[src/rtl/trace_pkg.sv]
// Shared types for the instruction-trace capture buffer.
package trace_pkg;

    localparam int unsigned XLEN_MAX  = 32;
    localparam int unsigned SEQ_W_MAX = 8;
    localparam int unsigned INSTR_W   = 32;

    typedef enum logic [1:0] {
        IDLE    = 2'd0,
        ARMED   = 2'd1,
        CAPTURE = 2'd2,
        DONE    = 2'd3
    } trace_state_e;

    // Field widths are the widest supported; narrower instances zero-extend on write.
    typedef struct packed {
        logic [XLEN_MAX-1:0]  pc;
        logic [INSTR_W-1:0]   instr;
        logic [XLEN_MAX-1:0]  result;
        logic                 zero;
        logic [SEQ_W_MAX-1:0] seq;
    } trace_entry_t;

endpackage

[src/rtl/trace_ram.sv]
// DEPTH-entry trace record array: one synchronous write port, one asynchronous read port.
module trace_ram
    import trace_pkg::*;
#(
    parameter int unsigned DEPTH = 16,
    parameter int unsigned AW    = $clog2(DEPTH)
) (
    input  logic         clock,
    input  logic         we,
    input  logic [AW-1:0] waddr,
    input  trace_entry_t wdata,
    input  logic [AW-1:0] raddr,
    output trace_entry_t rdata
);

    trace_entry_t mem [DEPTH];

    // Record write; contents need no reset because readout is gated by the count.
    always_ff @(posedge clock) begin
        if (we) begin
            mem[waddr] <= wdata;
        end
    end

    assign rdata = mem[raddr];

endmodule

[src/rtl/trace_buffer.sv]
// Instruction-trace capture buffer: optional PC trigger, stop-when-full or circular
// capture, then valid/ready replay of the stored records.
module trace_buffer
    import trace_pkg::*;
#(
    parameter int unsigned XLEN  = 32,
    parameter int unsigned DEPTH = 16,
    parameter int unsigned WRAP  = 0,
    parameter int unsigned SEQ_W = 8
) (
    input  logic                     clock,
    input  logic                     reset,
    input  logic                     clear,
    input  logic                     arm,
    input  logic                     trig_en,
    input  logic [XLEN-1:0]          trig_pc,
    input  logic                     cap_valid,
    input  logic [XLEN-1:0]          cap_pc,
    input  logic [31:0]              cap_instr,
    input  logic [XLEN-1:0]          cap_result,
    input  logic                     cap_zero,
    input  logic                     rd_ready,
    output logic                     rd_valid,
    output logic [XLEN-1:0]          rd_pc,
    output logic [31:0]              rd_instr,
    output logic [XLEN-1:0]          rd_result,
    output logic                     rd_zero,
    output logic [SEQ_W-1:0]         rd_seq,
    output logic [$clog2(DEPTH):0]   count,
    output logic                     overflow,
    output logic [1:0]               state
);

    localparam int unsigned PTR_W = $clog2(DEPTH);
    localparam int unsigned CNT_W = PTR_W + 1;

    trace_state_e     state_q, state_d;
    logic [PTR_W-1:0] wr_ptr_q, rd_ptr_q;
    logic [CNT_W-1:0] count_q;
    logic [SEQ_W-1:0] seq_q;
    logic             overflow_q;

    logic             wr_en_c, pop_c, full_c, trig_hit_c, last_slot_c;
    trace_entry_t     wr_entry, rd_entry;

    assign full_c      = (count_q == CNT_W'(DEPTH));
    assign last_slot_c = (count_q == CNT_W'(DEPTH - 1));
    assign trig_hit_c  = cap_valid && (cap_pc == trig_pc);

    // FSM state register.
    always_ff @(posedge clock or negedge reset) begin
        if (!reset) begin
            state_q <= IDLE;
        end else if (clear) begin
            state_q <= IDLE;
        end else begin
            state_q <= state_d;
        end
    end

    // Next state, record-write and pop decisions.
    always_comb begin
        state_d = state_q;
        wr_en_c = 1'b0;
        pop_c   = 1'b0;
        case (state_q)
            IDLE: begin
                if (arm) state_d = ARMED;
            end
            ARMED: begin
                if (!arm) begin
                    state_d = IDLE;
                end else if (!trig_en) begin
                    // Untriggered capture starts immediately, including this cycle's retire.
                    wr_en_c = cap_valid;
                    state_d = CAPTURE;
                end else if (trig_hit_c) begin
                    wr_en_c = 1'b1;
                    state_d = CAPTURE;
                end
            end
            CAPTURE: begin
                wr_en_c = cap_valid && ((WRAP != 0) || !full_c);
                if (!arm) begin
                    state_d = DONE;
                end else if ((WRAP == 0) && cap_valid && last_slot_c) begin
                    state_d = DONE;
                end
            end
            DONE: begin
                pop_c = (count_q != '0) && rd_ready;
                if ((count_q == '0) || (pop_c && (count_q == CNT_W'(1)))) begin
                    state_d = IDLE;
                end
            end
        endcase
    end

    // Pointers, occupancy, sequence number and sticky overflow.
    always_ff @(posedge clock or negedge reset) begin
        if (!reset) begin
            wr_ptr_q   <= '0;
            rd_ptr_q   <= '0;
            count_q    <= '0;
            seq_q      <= '0;
            overflow_q <= 1'b0;
        end else if (clear) begin
            wr_ptr_q   <= '0;
            rd_ptr_q   <= '0;
            count_q    <= '0;
            seq_q      <= '0;
            overflow_q <= 1'b0;
        end else begin
            if (wr_en_c) begin
                wr_ptr_q <= wr_ptr_q + PTR_W'(1);
                seq_q    <= seq_q + SEQ_W'(1);
                if (full_c) begin
                    // Circular mode: the oldest record is overwritten.
                    rd_ptr_q   <= rd_ptr_q + PTR_W'(1);
                    overflow_q <= 1'b1;
                end else begin
                    count_q <= count_q + CNT_W'(1);
                end
            end
            if (pop_c) begin
                rd_ptr_q <= rd_ptr_q + PTR_W'(1);
                count_q  <= count_q - CNT_W'(1);
            end
        end
    end

    // Pack the retiring instruction into a record.
    always_comb begin
        wr_entry        = '0;
        wr_entry.pc     = XLEN_MAX'(cap_pc);
        wr_entry.instr  = cap_instr;
        wr_entry.result = XLEN_MAX'(cap_result);
        wr_entry.zero   = cap_zero;
        wr_entry.seq    = SEQ_W_MAX'(seq_q);
    end

    trace_ram #(
        .DEPTH (DEPTH),
        .AW    (PTR_W)
    ) u_ram (
        .clock (clock),
        .we    (wr_en_c && !clear),
        .waddr (wr_ptr_q),
        .wdata (wr_entry),
        .raddr (rd_ptr_q),
        .rdata (rd_entry)
    );

    // Head record is presented only during readout; fields read zero otherwise.
    assign rd_valid  = (state_q == DONE) && (count_q != '0);
    assign rd_pc     = rd_valid ? XLEN'(rd_entry.pc)     : '0;
    assign rd_instr  = rd_valid ? rd_entry.instr         : '0;
    assign rd_result = rd_valid ? XLEN'(rd_entry.result) : '0;
    assign rd_zero   = rd_valid ? rd_entry.zero          : 1'b0;
    assign rd_seq    = rd_valid ? SEQ_W'(rd_entry.seq)   : '0;
    assign count     = count_q;
    assign overflow  = overflow_q;
    assign state     = state_q;

endmodule

[config.mk]
export PLATFORM = sky130hd
export DESIGN_NAME = trace_buffer
export DESIGN_NICKNAME = d
export VERILOG_FILES = /design/src/rtl/trace_pkg.sv /design/src/rtl/trace_ram.sv /design/src/rtl/trace_buffer.sv
export SDC_FILE = /design/constraint.sdc
export NUM_CORES = 1
export LEC_CHECK = 0
export BUFFER_PORTS_ARGS = -buffer_cell sky130_fd_sc_hd__buf_4
export CAP_MARGIN = 5
export CORE_ASPECT_RATIO = 1.5
export CORE_UTILIZATION = 25
export DETAILED_ROUTE_END_ITERATION = 10
export GPL_TIMING_DRIVEN = 0
export PLACE_DENSITY = 0.45
export SLEW_MARGIN = 20
export SYNTH_ARGS = -nofsm -noshare
export SYNTH_HDL_FRONTEND = slang
export SYNTH_HIERARCHICAL = 1
export SYNTH_SLANG_ARGS = --single-unit
[constraint.sdc]
create_clock -name clock -period 13 [get_ports clock]
set_clock_uncertainty 0.2 [all_clocks]
set_input_delay 0 -clock clock [delete_from_list [all_inputs] [get_ports clock]]
set_output_delay 0 -clock clock [all_outputs]
set_load 0.02 [all_outputs]
# Yosys cells after proc, flatten, opt, wreduce, memory -nomap -nowiden
# Memory sizes are Yosys's and may differ from the RTL's.
# Cells that the tools add are included.
[classes]
add_sub_neg = 5
n_reduce_logical = 21
mux = 36
n_eq_ne = 12
[op_table]
columns = ["op", "n"]
rows = [
  ["32-bit two-way mux", 3],
  ["32-bit equality test", 1],
  ["4-bit two-way mux", 6],
  ["8-bit two-way mux", 3],
  ["5-bit two-way mux", 4],
  ["2-bit two-way mux", 8],
  ["1-bit two-way mux", 10],
  ["3-bit != test, second input constant", 3],
  ["4-bit by 1-bit adder with 4-bit output, second input constant", 2],
  ["8-bit by 1-bit adder with 8-bit output, second input constant", 1],
  ["2-bit case mux with 4 select lines", 1],
  ["1-bit logical AND", 7],
  ["2-bit AND reduction", 3],
  ["3-bit nonzero test", 2],
  ["5-bit by 1-bit adder with 5-bit output, second input constant", 1],
  ["5-bit by 1-bit equality test with 1-bit output, second input constant", 1],
  ["5-bit by 4-bit equality test with 1-bit output, second input constant", 1],
  ["5-bit equality test, second input constant", 1],
  ["5-bit zero test", 1],
  ["5-bit != test, second input constant", 1],
  ["5-bit nonzero test", 1],
  ["5-bit by 1-bit subtractor with 5-bit output, second input constant", 1],
  ["2-bit equality test, second input constant", 2],
  ["4-bit != test, second input constant", 1],
  ["7 further kinds", 9],
]
[totals]
n_memories = 1
in_bits = 136
out_inout_bits = 114
regBits = 24
mem_bits_rw = 1680
[mem_list]
columns = ["memory", "words", "word_bits", "rd", "rd_clocked_by_memory_dff", "wr", "line_no", "text"]
rows = [
  ["u_ram.mem", 16, 105, 1, 0, 1, "trace_ram.sv:16", "trace_entry_t mem [DEPTH];"],
]

# Logic depth before layout (Yosys ltp)
# Gate-level depths: netlist (run 1).
[depth]
word_depth = 9
depth_mapped = 10
mapped_depth_nobuf = 9

# Modules after synthesis
# Netlist (run 1), hierarchy kept.
[by_module_without_submodules]
columns = ["module", "area_per_inst_um2", "seq_area_each_um2", "cells_per_inst", "instances"]
rows = [
  ["trace_ram", 62827.8, 50448.4, 2583, 1],
  ["trace_buffer", 2793.9, 600.6, 360, 1],
]

# Worst setup path before layout (run 1)
# Ideal clock, no wire load.
[synth_path]
path_kind = "register to register"
start = "register count_q[0] (netlist: count[0])"
end = "memory u_ram/mem[0][0] in the netlist's numbering (enable)"
n_path_buf = 1
synth_period_minus_slack_ps = 10249
required_ps = 12103
setup_time_ps = 697
stages_incl_launch_ff = 10
arrival_ps = 9352
slack_ps = 2751
cell_sequence = "dfrtp_1 -> inv_1 -> ha_1 -> nand4bb_1 -> nand2_1 -> a21o_1 -> clkbuf_1 -> nor3_1 -> or3b_2 -> nor3_1"
[synth_via]
elab_chain_len = 7
[synth_rtl]
columns = ["item", "line_no", "text"]
rows = [
  ["start, declared", "trace_buffer.sv:39", "logic [CNT_W-1:0] count_q;"],
  ["start signal, assigned", "trace_buffer.sv:122", "count_q <= count_q + CNT_W'(1);"],
  ["start signal, assigned", "trace_buffer.sv:127", "count_q <= count_q - CNT_W'(1);"],
  ["5-bit equality test", "trace_buffer.sv:46", "assign full_c = (count_q == CNT_W'(DEPTH));"],
  ["1-bit zero test", "trace_buffer.sv:83", "wr_en_c = cap_valid && ((WRAP != 0) || !full_c);"],
  ["1-bit logical AND", "trace_buffer.sv:83", ""],
  ["1-bit case mux with 2 select lines", "trace_buffer.sv:66", "case (state_q)"],
  ["1-bit logical AND", "trace_buffer.sv:147", ".we (wr_en_c && !clear),"],
  ["1-bit two-way mux", "trace_ram.sv:20", "if (we) begin"],
  ["1-bit two-way mux (not written as such)", "trace_ram.sv:21", "mem[waddr] <= wdata;"],
  ["end, declared", "trace_ram.sv:16", ""],
]
# Every way passes these cells.

# Final worst setup path (run 1)
[layout_path]
start = "input cap_pc[16]"
end = "memory u_ram/mem[0][56] in the netlist's numbering (enable)"
[layout_via]
elab_chain_len = 9
[layout_rtl]
columns = ["item", "line_no", "text"]
rows = [
  ["start, declared", "trace_buffer.sv:18", "input logic [XLEN-1:0] cap_pc,"],
  ["32-bit equality test", "trace_buffer.sv:48", "assign trig_hit_c = cap_valid && (cap_pc == trig_pc);"],
  ["1-bit logical AND", "trace_buffer.sv:48", ""],
  ["1-bit two-way mux", "trace_buffer.sv:77", "end else if (trig_hit_c) begin"],
  ["1-bit two-way mux", "trace_buffer.sv:73", "end else if (!trig_en) begin"],
  ["1-bit two-way mux", "trace_buffer.sv:71", "if (!arm) begin"],
  ["1-bit case mux with 2 select lines", "trace_buffer.sv:66", ""],
  ["1-bit logical AND", "trace_buffer.sv:147", ""],
  ["1-bit two-way mux", "trace_ram.sv:20", ""],
  ["1-bit two-way mux (not written as such)", "trace_ram.sv:21", ""],
]
# Every way passes these cells.

==> flow_summary.ini, run 1 <==
[logic_synthesis]
synth_fp_nets = 3090
synth_warnings = 6
synthArstFlopShare_pct = 1.408
synth_top_cell_area_share_pct = 76.88
synth-seq-cells = 1704
synth_area_um2 = 65620
synth-edff-count = 1680
synth_flop_cell = edfxtp_1
ys_types = 57
syn_area_per_cell_um2 = 22.30
synth_area_leader_cell = edfxtp_1
seq_area_frac_synth_pct = 77.79
synth_area_leaders = edfxtp_1, mux4_2, a22oi_1, and3_1, dfrtp_1
synth_cells = 2943

[power_and_ir_drop]
p_per_area_nw_per_um2 = 146.3
p_leak_nw = 26.31
ir_worst_vdd_uv = 98.19

[layout]
fillers = 25447
final_common_cell = edfxtp_1
final_cell_mix = edfxtp_1, mux4_2, buf_4, dlygate4sd3_1, a22oi_1
seqCellArea_um2 = 51050
instances_no_fill = 7352
areaGrowthSynthToFinish_pct = 24.79
multiInputGateArea_um2 = 13740
drive_gt1_share_pct = 29.82
finalNetCount = 3899
fin_area_um2 = 81890

[status]
violations = DRC
outcome = finished with violations

[clock_network]
cts_root_buf = clkbuf_16
worstSkewPairLatency_ns = 0.81
numCtsBuffers = 164
path_clk_slew_ns = 0.07
clockBufferDepth = 4
ctsResizeCount = 0
cts_tree = yes
htree_levels = 4
clkSinkCount = 1704
holdBufCountCts = 221
cts_setup_buffers = 0

[timing]
slew_headroom_pct = 28.47
hold_viol = 0
grt_setup_unrepaired = no
worst_slew_pin_slew_ns = 1.073
min_period_ns = 6.823
setup_viol = 0
setup_tns_ns = 0
fmax_mhz = 146.6
post-route-period-util_pct = 52.49
drv_slew = 0

[grt]
grt_pass1_wl_mm = 279.3
grt_max_degree = 25
antenna_found_initial = 23
grt_pass1_vias = 35644
track_usage_pct = 14.88
overflow = 0

[placement]
dpl-instance-area_um2 = 74810
gp_congestion = 0.7114
portBuffers = 249
dp_hpwl_mm = 135.4
placedCellCount = 6845

[worst_hold_path]
min_path_type = primary input to register

[detailed_routing]
route.vias.total = 33035
drc_errors = 2
wl_mm = 197.9
routedWlPerCell_um = 26.91
dr.pass1.iters = 8
drt.antenna.violating_nets = 0
drtIter0Drc = 2755
viasPerCell = 4.493

[die]
ioPinCount = 250
die_w_um = 420.3
core_area_um2 = 261300
die_height_um = 629.5
rows = 230
die-area_um2 = 264600
start_util_pct = 25.11

[critical_path]
cp_data_arrival_time_ns = 7.11
worstSetupEndpointType = register
critPathLaunchType = primary input
cp.required_ns = 13.29
cp_max_fo = 10
crit_type = primary input to register

[run]
cap_violations = 0
[where the power goes]
group          internal [W]  leakage [nW]  total [W]  switching [W]
clock network       0.00246          2.37    0.00452        0.00206
logic              0.000622          8.34    0.00142       0.000794
registers           0.00603          15.6    0.00604     0.00000770
total               0.00911          26.3     0.0120        0.00287
[cells by family after synthesis]
| family | Yosys count | share of synthesized area [%] |
|---|---|---|
| flops | 1704 | 77.79 |
| mux | 428 | 14.55 |
| simple gates | 335 | 2.679 |
| compound gates | 253 | 2.873 |
| buf+inv | 180 | 1.470 |
| xor+xnor | 32 | 0.4271 |
| fa+ha+maj | 11 | 0.2097 |
[area by class of cell]
type / count / share of cell area [%]
clock inverter: 80 / 0.6814
timing repair buffer: 643 / 8.455
clock buffer: 201 / 5.233
buffer: 170 / 1.137
antenna: 5 / 0.01528
multi-input combinational: 1059 / 16.78
tap: 3480 / 5.317
sequential: 1704 / 62.34
inverter: 10 / 0.04584
[layer usage]
metal	global-route usage, %	up-vias	part of all wire [%]	wire length [um]
met2	27.45	737	54	107100
met4	4.073	6	2.6	5152
li1	-	14140	-	-
met3	1.850	256	3.7	7340
met1	17.97	17896	40	78210
met5	0	-	0.020	40
[state kept, by name, indices dropped and copies added (netlist names)]
name       cells
state          2
wr_ptr_q       4
seq_q          8
u_ram/mem   1680
count          5
overflow       1
rd_ptr_q       4
[through the flow]
stage	setup WS, ns	util, %	hold WS, ns	total power (W)
floorplan	2.751	-	-0.4956	0.007009
global placement	-11.14	27.50	-0.2598	0.007554
detailed placement	5.873	28.63	-0.2582	0.007566
CTS	5.864	31.34	0.01792	0.01215
global route	5.776	31.34	0.05036	0.01238
finish	6.177	31.34	0.07638	0.01198
[synth_stat cells, drive strengths merged, types with 3 or more instances]
library cell,instances
or4,6
and3,107
a21oi,11
nor2,29
nand4,12
inv,9
nor3,10
a31oi,4
mux2,6
xnor2,32
o31ai,6
buf,94
nor4,4
mux4,420
nand3,11
and2,6
a22oi,211
ha,11
clkbuf,76
dfrtp,24
a21o,3
nand3b,5
nand2,124
nor2b,9
edfxtp,1680
[path summary, 6_finish.rpt]
path	slack [ns]	end	from	depth (start not counted)
worst max-delay path	6.18	u_ram/mem[0][56]	cap_pc[16]	19
worst min-delay path	0.08	u_ram/mem[15][104]	cap_pc[31]	2
worst max register to register	7.59	u_ram/mem[0][56]	count[1]	18
worst min register to register	0.35	rd_ptr_q[1]	rd_ptr_q[1]	1
max in group asynchronous	11.81	rd_ptr_q[3]	reset	5
min in group asynchronous	0.62	wr_ptr_q[3]	reset	5
[critical path: stages]
cell,delay (ns)
dlygate4sd3_1,0.54
buf_4,0.15
xnor2_1,0.71
nand4_1,0.16
dlygate4sd3_1,0.64
nor4_4,0.91
a21oi_2,0.37
clkbuf_1,0.38
nor3_1,0.45
or3b_2,0.61
nor3_2,0.60
buf_6,0.23
buf_6,0.14
buf_4,0.19
buf_4,0.19
buf_4,0.20
buf_6,0.15
buf_4,0.20
buf_4,0.21
Note: power is estimated with default switching activity, not from simulation.
==> run 2: changes to the inputs <==
--- a/config.mk
+++ b/config.mk
@@ -11,7 +11,7 @@
 export CORE_UTILIZATION = 25
 export DETAILED_ROUTE_END_ITERATION = 10
 export GPL_TIMING_DRIVEN = 0
-export PLACE_DENSITY = 0.45
+export PLACE_DENSITY = 0.46
 export SLEW_MARGIN = 20
 export SYNTH_ARGS = -nofsm -noshare
 export SYNTH_HDL_FRONTEND = slang
==> constraint.sdc (replaced) <==
create_clock -name clock -period 6.1 [get_ports clock]
set_clock_uncertainty 0.2 [all_clocks]
set_input_delay 0 -clock clock [delete_from_list [all_inputs] [get_ports clock]]
set_output_delay 0 -clock clock [all_outputs]
set_load 0.02 [all_outputs]
==> run 2 against run 1 <==
- the flow still finishes with violations (DRC)
- core utilization is 0.25 points higher
- die area is the same
- total power grew 120%
- worst setup slack got worse by 5.8 ns
- critical endpoint is now u_ram/mem[0][49]
- highest routed layer unchanged
- cell area up 0.81%
- global-route usage about the same
- flip-flop and latch count did not move
- largest power group unchanged
==> flow_summary.ini, run 2 (same netlist as run 1, synthesis figures left out) <==
[status]
outcome = finished with violations
violations = DRC

[timing]
drv_slew = 0
min_period_ns = 5.755
slew_headroom_pct = 32.42
fmax_mhz = 173.8
post-route-period-util_pct = 94.35
grt_setup_unrepaired = no
worst_slew_pin_slew_ns = 1.014
setup_viol = 0
hold_viol = 0

[critical_path]
crit_type = primary input to register
worstSetupEndpointType = register
cp_max_fo = 10
r2r_slack_ns = 1.33
critPathLaunchType = primary input
r2r_end = u_ram/mem[0][49]
cp.required_ns = 6.41
worstRegToRegCells = 14
r2r_start = count[1]
cp_data_arrival_time_ns = 6.07

[power_and_ir_drop]
p_per_area_nw_per_um2 = 317.7
power.total_w = 0.02622
p_leak_nw = 26.44
ir_worst_vdd_uv = 250.6

[placement]
dp_hpwl_mm = 133.8
dpl-instance-area_um2 = 74950
portBuffers = 249
gp_congestion = 0.7036

[die]
start_util_pct = 25.11
die_w_um = 420.3
ioPinCount = 250
die-area_um2 = 264600
die_height_um = 629.5
rows = 230
core_area_um2 = 261300

[grt]
grt_max_degree = 25
antenna_found_initial = 19
grt_pass1_wl_mm = 277.0
grt_pass1_vias = 35418
overflow = 0
track_usage_pct = 14.91

[detailed_routing]
drc_errors = 2
routedWlPerCell_um = 27.02
route.met3.wl_mm = 7.947
dr.pass1.iters = 8
dr_wl_met2_mm = 106.5
drt-met1-wl_mm = 80.27
drt.antenna.violating_nets = 0
viasPerCell = 4.536
route.vias.total = 33334
routed.top_layer = met5
drtIter0Drc = 2857
wl_mm = 198.6

[clock_network]
path_clk_slew_ns = 0.06
clockBufferDepth = 3
htree_levels = 4
cts_tree = yes
numCtsBuffers = 173
worstSkewPairLatency_ns = 0.81
cts_setup_buffers = 0
clkSinkCount = 1704
cts_root_buf = clkbuf_16

[layout]
fillers = 25364
final_cell_mix = edfxtp_1, mux4_2, buf_4, dlygate4sd3_1, a22oi_1
finalNetCount = 3873
fin_area_um2 = 82550
final_common_cell = edfxtp_1
drive_gt1_share_pct = 29.75
largest_register_ffs = 1680
largest_register = u_ram/mem
areaGrowthSynthToFinish_pct = 25.80

[worst_hold_path]
min_path_type = primary input to asynchronous set/reset pin

[run]
cap_violations = 0
-- run 2: worst max path at each step --
| stage | start | to | cells after the start |
|---|---|---|---|
| floorplan | count[0] | u_ram/mem[1][0] | 9 |
| global placement | cap_pc[8] | u_ram/mem[2][65] | 9 |
| detailed placement | cap_pc[8] | u_ram/mem[0][68] | 14 |
| CTS | cap_pc[16] | u_ram/mem[0][49] | 16 |
| global route | cap_pc[17] | u_ram/mem[0][49] | 16 |
| finish | cap_pc[16] | u_ram/mem[0][49] | 16 |
-- run 2: stage by stage --
stage / setup TNS (ns) / setup slack (ns) / hold slack, ns / utilization (%) / instances
after floorplan: -1391.17 / -1.310 / -0.4956 / - / 2943
after global placement: - / -10.82 / -0.2587 / 27.51 / 6672
after detailed placement: -0.5557 / -0.05698 / -0.2556 / 28.68 / 6815
after CTS: 0 / 0.3526 / 0.02709 / 31.59 / 7342
after global routing: 0 / 0.1829 / 0.1063 / 31.59 / 7344
final: 0 / 0.3449 / 0.06965 / 31.59 / 7348
-- run 2: cell type report --
| class | count | area, um^2 | area share [%] |
|---|---|---|---|
| plain buffers | 170 | 930.9 | 1.128 |
| well taps | 3480 | 4354 | 5.274 |
| inverters | 10 | 37.54 | 0.04547 |
| clock inverters | 94 | 859.6 | 1.041 |
| clock buffers | 217 | 4558 | 5.521 |
| repair buffers | 608 | 6965 | 8.438 |
| flip-flops and latches | 1704 | 51050 | 61.84 |
| multi-input cells | 1059 | 13780 | 16.70 |
| diodes | 6 | 15.01 | 0.01819 |
-- run 2: routing by layer --
metal | vias to the layer above | GRT usage (%)
li1 | 14121 | -
met1 | 18141 | 18.37
met2 | 847 | 27.08
met3 | 221 | 2.093
met4 | 4 | 3.721
met5 | - | 0
-- run 2: report_power, final --
| group | internal, W | switching [W] |
|---|---|---|
| logic | 0.00133 | 0.00169 |
| clock network | 0.00581 | 0.00452 |
| registers | 0.0129 | 0.0000163 |
-- run 2: what timing repair did --
action,CTS,global route
setup endpoints to repair,0,0
endpoints found under the hold margin,1600,0
hold buffers,216,0
gates resized for setup,0,0
-- run 2: worst max-delay path, stage by stage --
cell	delay, ns
dlygate4sd3_1	0.53
buf_4	0.15
xnor2_2	0.51
nand4_1	0.14
dlygate4sd3_1	0.63
nor4_4	0.79
a21oi_2	0.31
clkbuf_1	0.32
nor3_1	0.43
or3b_2	0.62
nor3_4	0.62
buf_16	0.23
buf_8	0.16
buf_6	0.20
buf_8	0.18
buf_8	0.16
==> run 3: changes to the inputs <==
--- a/config.mk
+++ b/config.mk
@@ -11,7 +11,7 @@
 export CORE_UTILIZATION = 25
 export DETAILED_ROUTE_END_ITERATION = 10
 export GPL_TIMING_DRIVEN = 0
-export PLACE_DENSITY = 0.46
+export PLACE_DENSITY = 0.45
 export SLEW_MARGIN = 20
 export SYNTH_ARGS = -nofsm -noshare
 export SYNTH_HDL_FRONTEND = slang
==> constraint.sdc (replaced) <==
create_clock -name clock -period 5.35 [get_ports clock]
set_clock_uncertainty 0.2 [all_clocks]
set_input_delay 1.07 -clock clock [delete_from_list [all_inputs] [get_ports clock]]
set_output_delay 1.07 -clock clock [all_outputs]
set_load 0.02 [all_outputs]
==> run 3 against run 2 <==
- the flow now finishes without violations
- clock-buffer cell count rose by 5
- core utilization fell by 0.74 points
- clock power rose by 14%
- via count fell by 2.7%
- non-clock buffer count fell by 212
- global-route usage fell by 0.11 points
- routed wire length fell by 0.84%
- cell area fell by 2.3%
- flip-flop and latch count did not move
- critical endpoint is now rd_instr[13]
- largest cell class unchanged
==> flow_summary.ini, run 3 (same netlist as run 1, synthesis figures left out) <==
[status]
outcome = finished clean

[grt]
overflow = 0
grt_max_degree = 25
track_usage_pct = 14.80
antenna_found_initial = 27
grt_pass1_vias = 34379
grt_pass1_wl_mm = 272.7

[die]
die_height_um = 629.5
rows = 230
start_util_pct = 25.11
core_area_um2 = 261300
die-area_um2 = 264600
ioPinCount = 250
die_w_um = 420.3

[layout]
seqCellArea_um2 = 51050
multiInputGateArea_um2 = 13860
final_cell_mix = edfxtp_1, mux4_2, buf_4, a22oi_1, clkbuf_16
drive_gt1_share_pct = 32.28
finalNetCount = 3661
instances_no_fill = 7144
largest_register_ffs = 1680
fillers = 25464
largest_register = u_ram/mem
final_common_cell = edfxtp_1
areaGrowthSynthToFinish_pct = 22.87

[clock_network]
cts_tree = yes
htree_levels = 4
path_clk_slew_ns = 0.06
cts_root_buf = clkbuf_16
clkSinkCount = 1704
numCtsBuffers = 173
clockBufferDepth = 3
worstSkewPairLatency_ns = 0.81

[detailed_routing]
viasPerCell = 4.542
drtIter0Drc = 2702
dr.pass1.iters = 5
drc_errors = 0
route.vias.total = 32448
routedWlPerCell_um = 27.56
drt.antenna.violating_nets = 0
wl_mm = 196.9

[timing]
slew_headroom_pct = 31.59
min_period_ns = 5.163
drv_slew = 0
post-route-period-util_pct = 96.51
hold_slack_ns = 0.3000
worst_slew_pin_slew_ns = 1.026
grt_setup_unrepaired = no
fmax_mhz = 193.7
hold_viol = 0
setup_viol = 0

[critical_path]
cp.required_ns = 4.08
r2r_start = count[0]
worstSetupEndpointType = output pin
worstRegToRegCells = 13
crit_path_start = rd_ptr_q[1]
cp_data_arrival_time_ns = 3.89
critPathLaunchType = register
cp_max_fo = 10
crit_type = register to output pin

[placement]
placedCellCount = 6817
portBuffers = 249
gp_congestion = 0.7032
dp_hpwl_mm = 133.8

[power_and_ir_drop]
power.total_w = 0.02965
power_frac_seq_pct = 49.5
switching_share_pct = 23.76
p_per_area_nw_per_um2 = 367.7
ir_worst_vdd_uv = 284.1
internal_power_w = 0.02260
p_leak_nw = 25.71
pwr-share-clk_pct = 39.3
p_sw_w = 0.007043
combPwrFrac_pct = 11.2

[worst_hold_path]
min_from = overflow
holdPathStages = 1
min_path_type = register to register

[run]
cap_violations = 0
## run 3: cell count changes in the layout (fill, tap and decap cells not counted), sizes merged
cell / change
diode: +6
buf: -3
clkinvlp: -2
clkdlybuf4s15: +6
clkbuf: +4
inv: -1
dlygate4sd3: -214
clkinv: +3
bufinv: -3
## run 3: critical path, stage by stage (launching register included)
cell     delay, ns
dfrtp_1       0.38
buf_2         0.17
buf_2         0.54
buf_1         0.70
mux4_2        0.42
a22oi_1       0.19
nand2_1       0.12
and3_1        0.31
buf_4         0.21
## run 3: per-layer routing
layer | vias up | global-route usage (%) | share of wire, %
li1 | 13697 | - | -
met1 | 17707 | 17.53 | 39
met2 | 806 | 27.19 | 55
met3 | 228 | 2.277 | 4.3
met4 | 10 | 4.404 | 2.4
met5 | - | 0 | 0.027
## run 3: worst paths after layout
path                                         end  slack, ns
max in group asynchronous            rd_ptr_q[0]       4.08
worst min register to register          overflow       0.30
worst max register to register  u_ram/mem[2][37]       1.04
min in group asynchronous            rd_ptr_q[1]       0.59
worst max-delay path                rd_instr[13]       0.19
worst min-delay path                    overflow       0.30
## run 3: final cells by class
| type | instances | share of cell area (%) |
|---|---|---|
| Buffer | 169 | 1.248 |
| Timing Repair Buffer | 397 | 6.116 |
| Sequential cell | 1704 | 63.32 |
| Antenna cell | 12 | 0.03724 |
| Multi-Input combinational cell | 1059 | 17.19 |
| Clock inverter | 91 | 0.9358 |
| Inverter | 10 | 0.04656 |
| Clock buffer | 222 | 5.714 |
| Tap cell | 3480 | 5.400 |
## run 3: through the flow
stage	area (um^2)	util, %	TNS (ns)	setup WS, ns
after global routing	80600	30.85	0	0.003477
after global placement	71990	27.55	-	-7.241
after detailed placement	75120	28.75	-1329.91	-1.410
after floorplan	65770	-	-939.15	-0.7359
after CTS	80590	30.84	0	0.03018
final	80630	30.86	0	0.1866
## run 3: repair_timing
item / in CTS / in global routing
endpoints found under the setup margin: 599 / 2
pin swaps: 1 / 0
setup buffers: 2 / 0
cloned: 0 / 0
hold buffers: 1 / 0
endpoints found under the hold margin: 24 / 0
resized for setup: 32 / 2
## run 3: power by group through the flow
| stage | combinational, W | clock [W] | sequential [W] |
|---|---|---|---|
| final | 0.00332 | 0.0117 | 0.0147 |
| after global routing | 0.00356 | 0.0124 | 0.0147 |
| after CTS | 0.00344 | 0.0120 | 0.0147 |
| after detailed placement | 0.00342 | 0 | 0.0150 |
| after global placement | 0.00339 | 0 | 0.0150 |
| after floorplan | 0.00207 | 0 | 0.0150 |
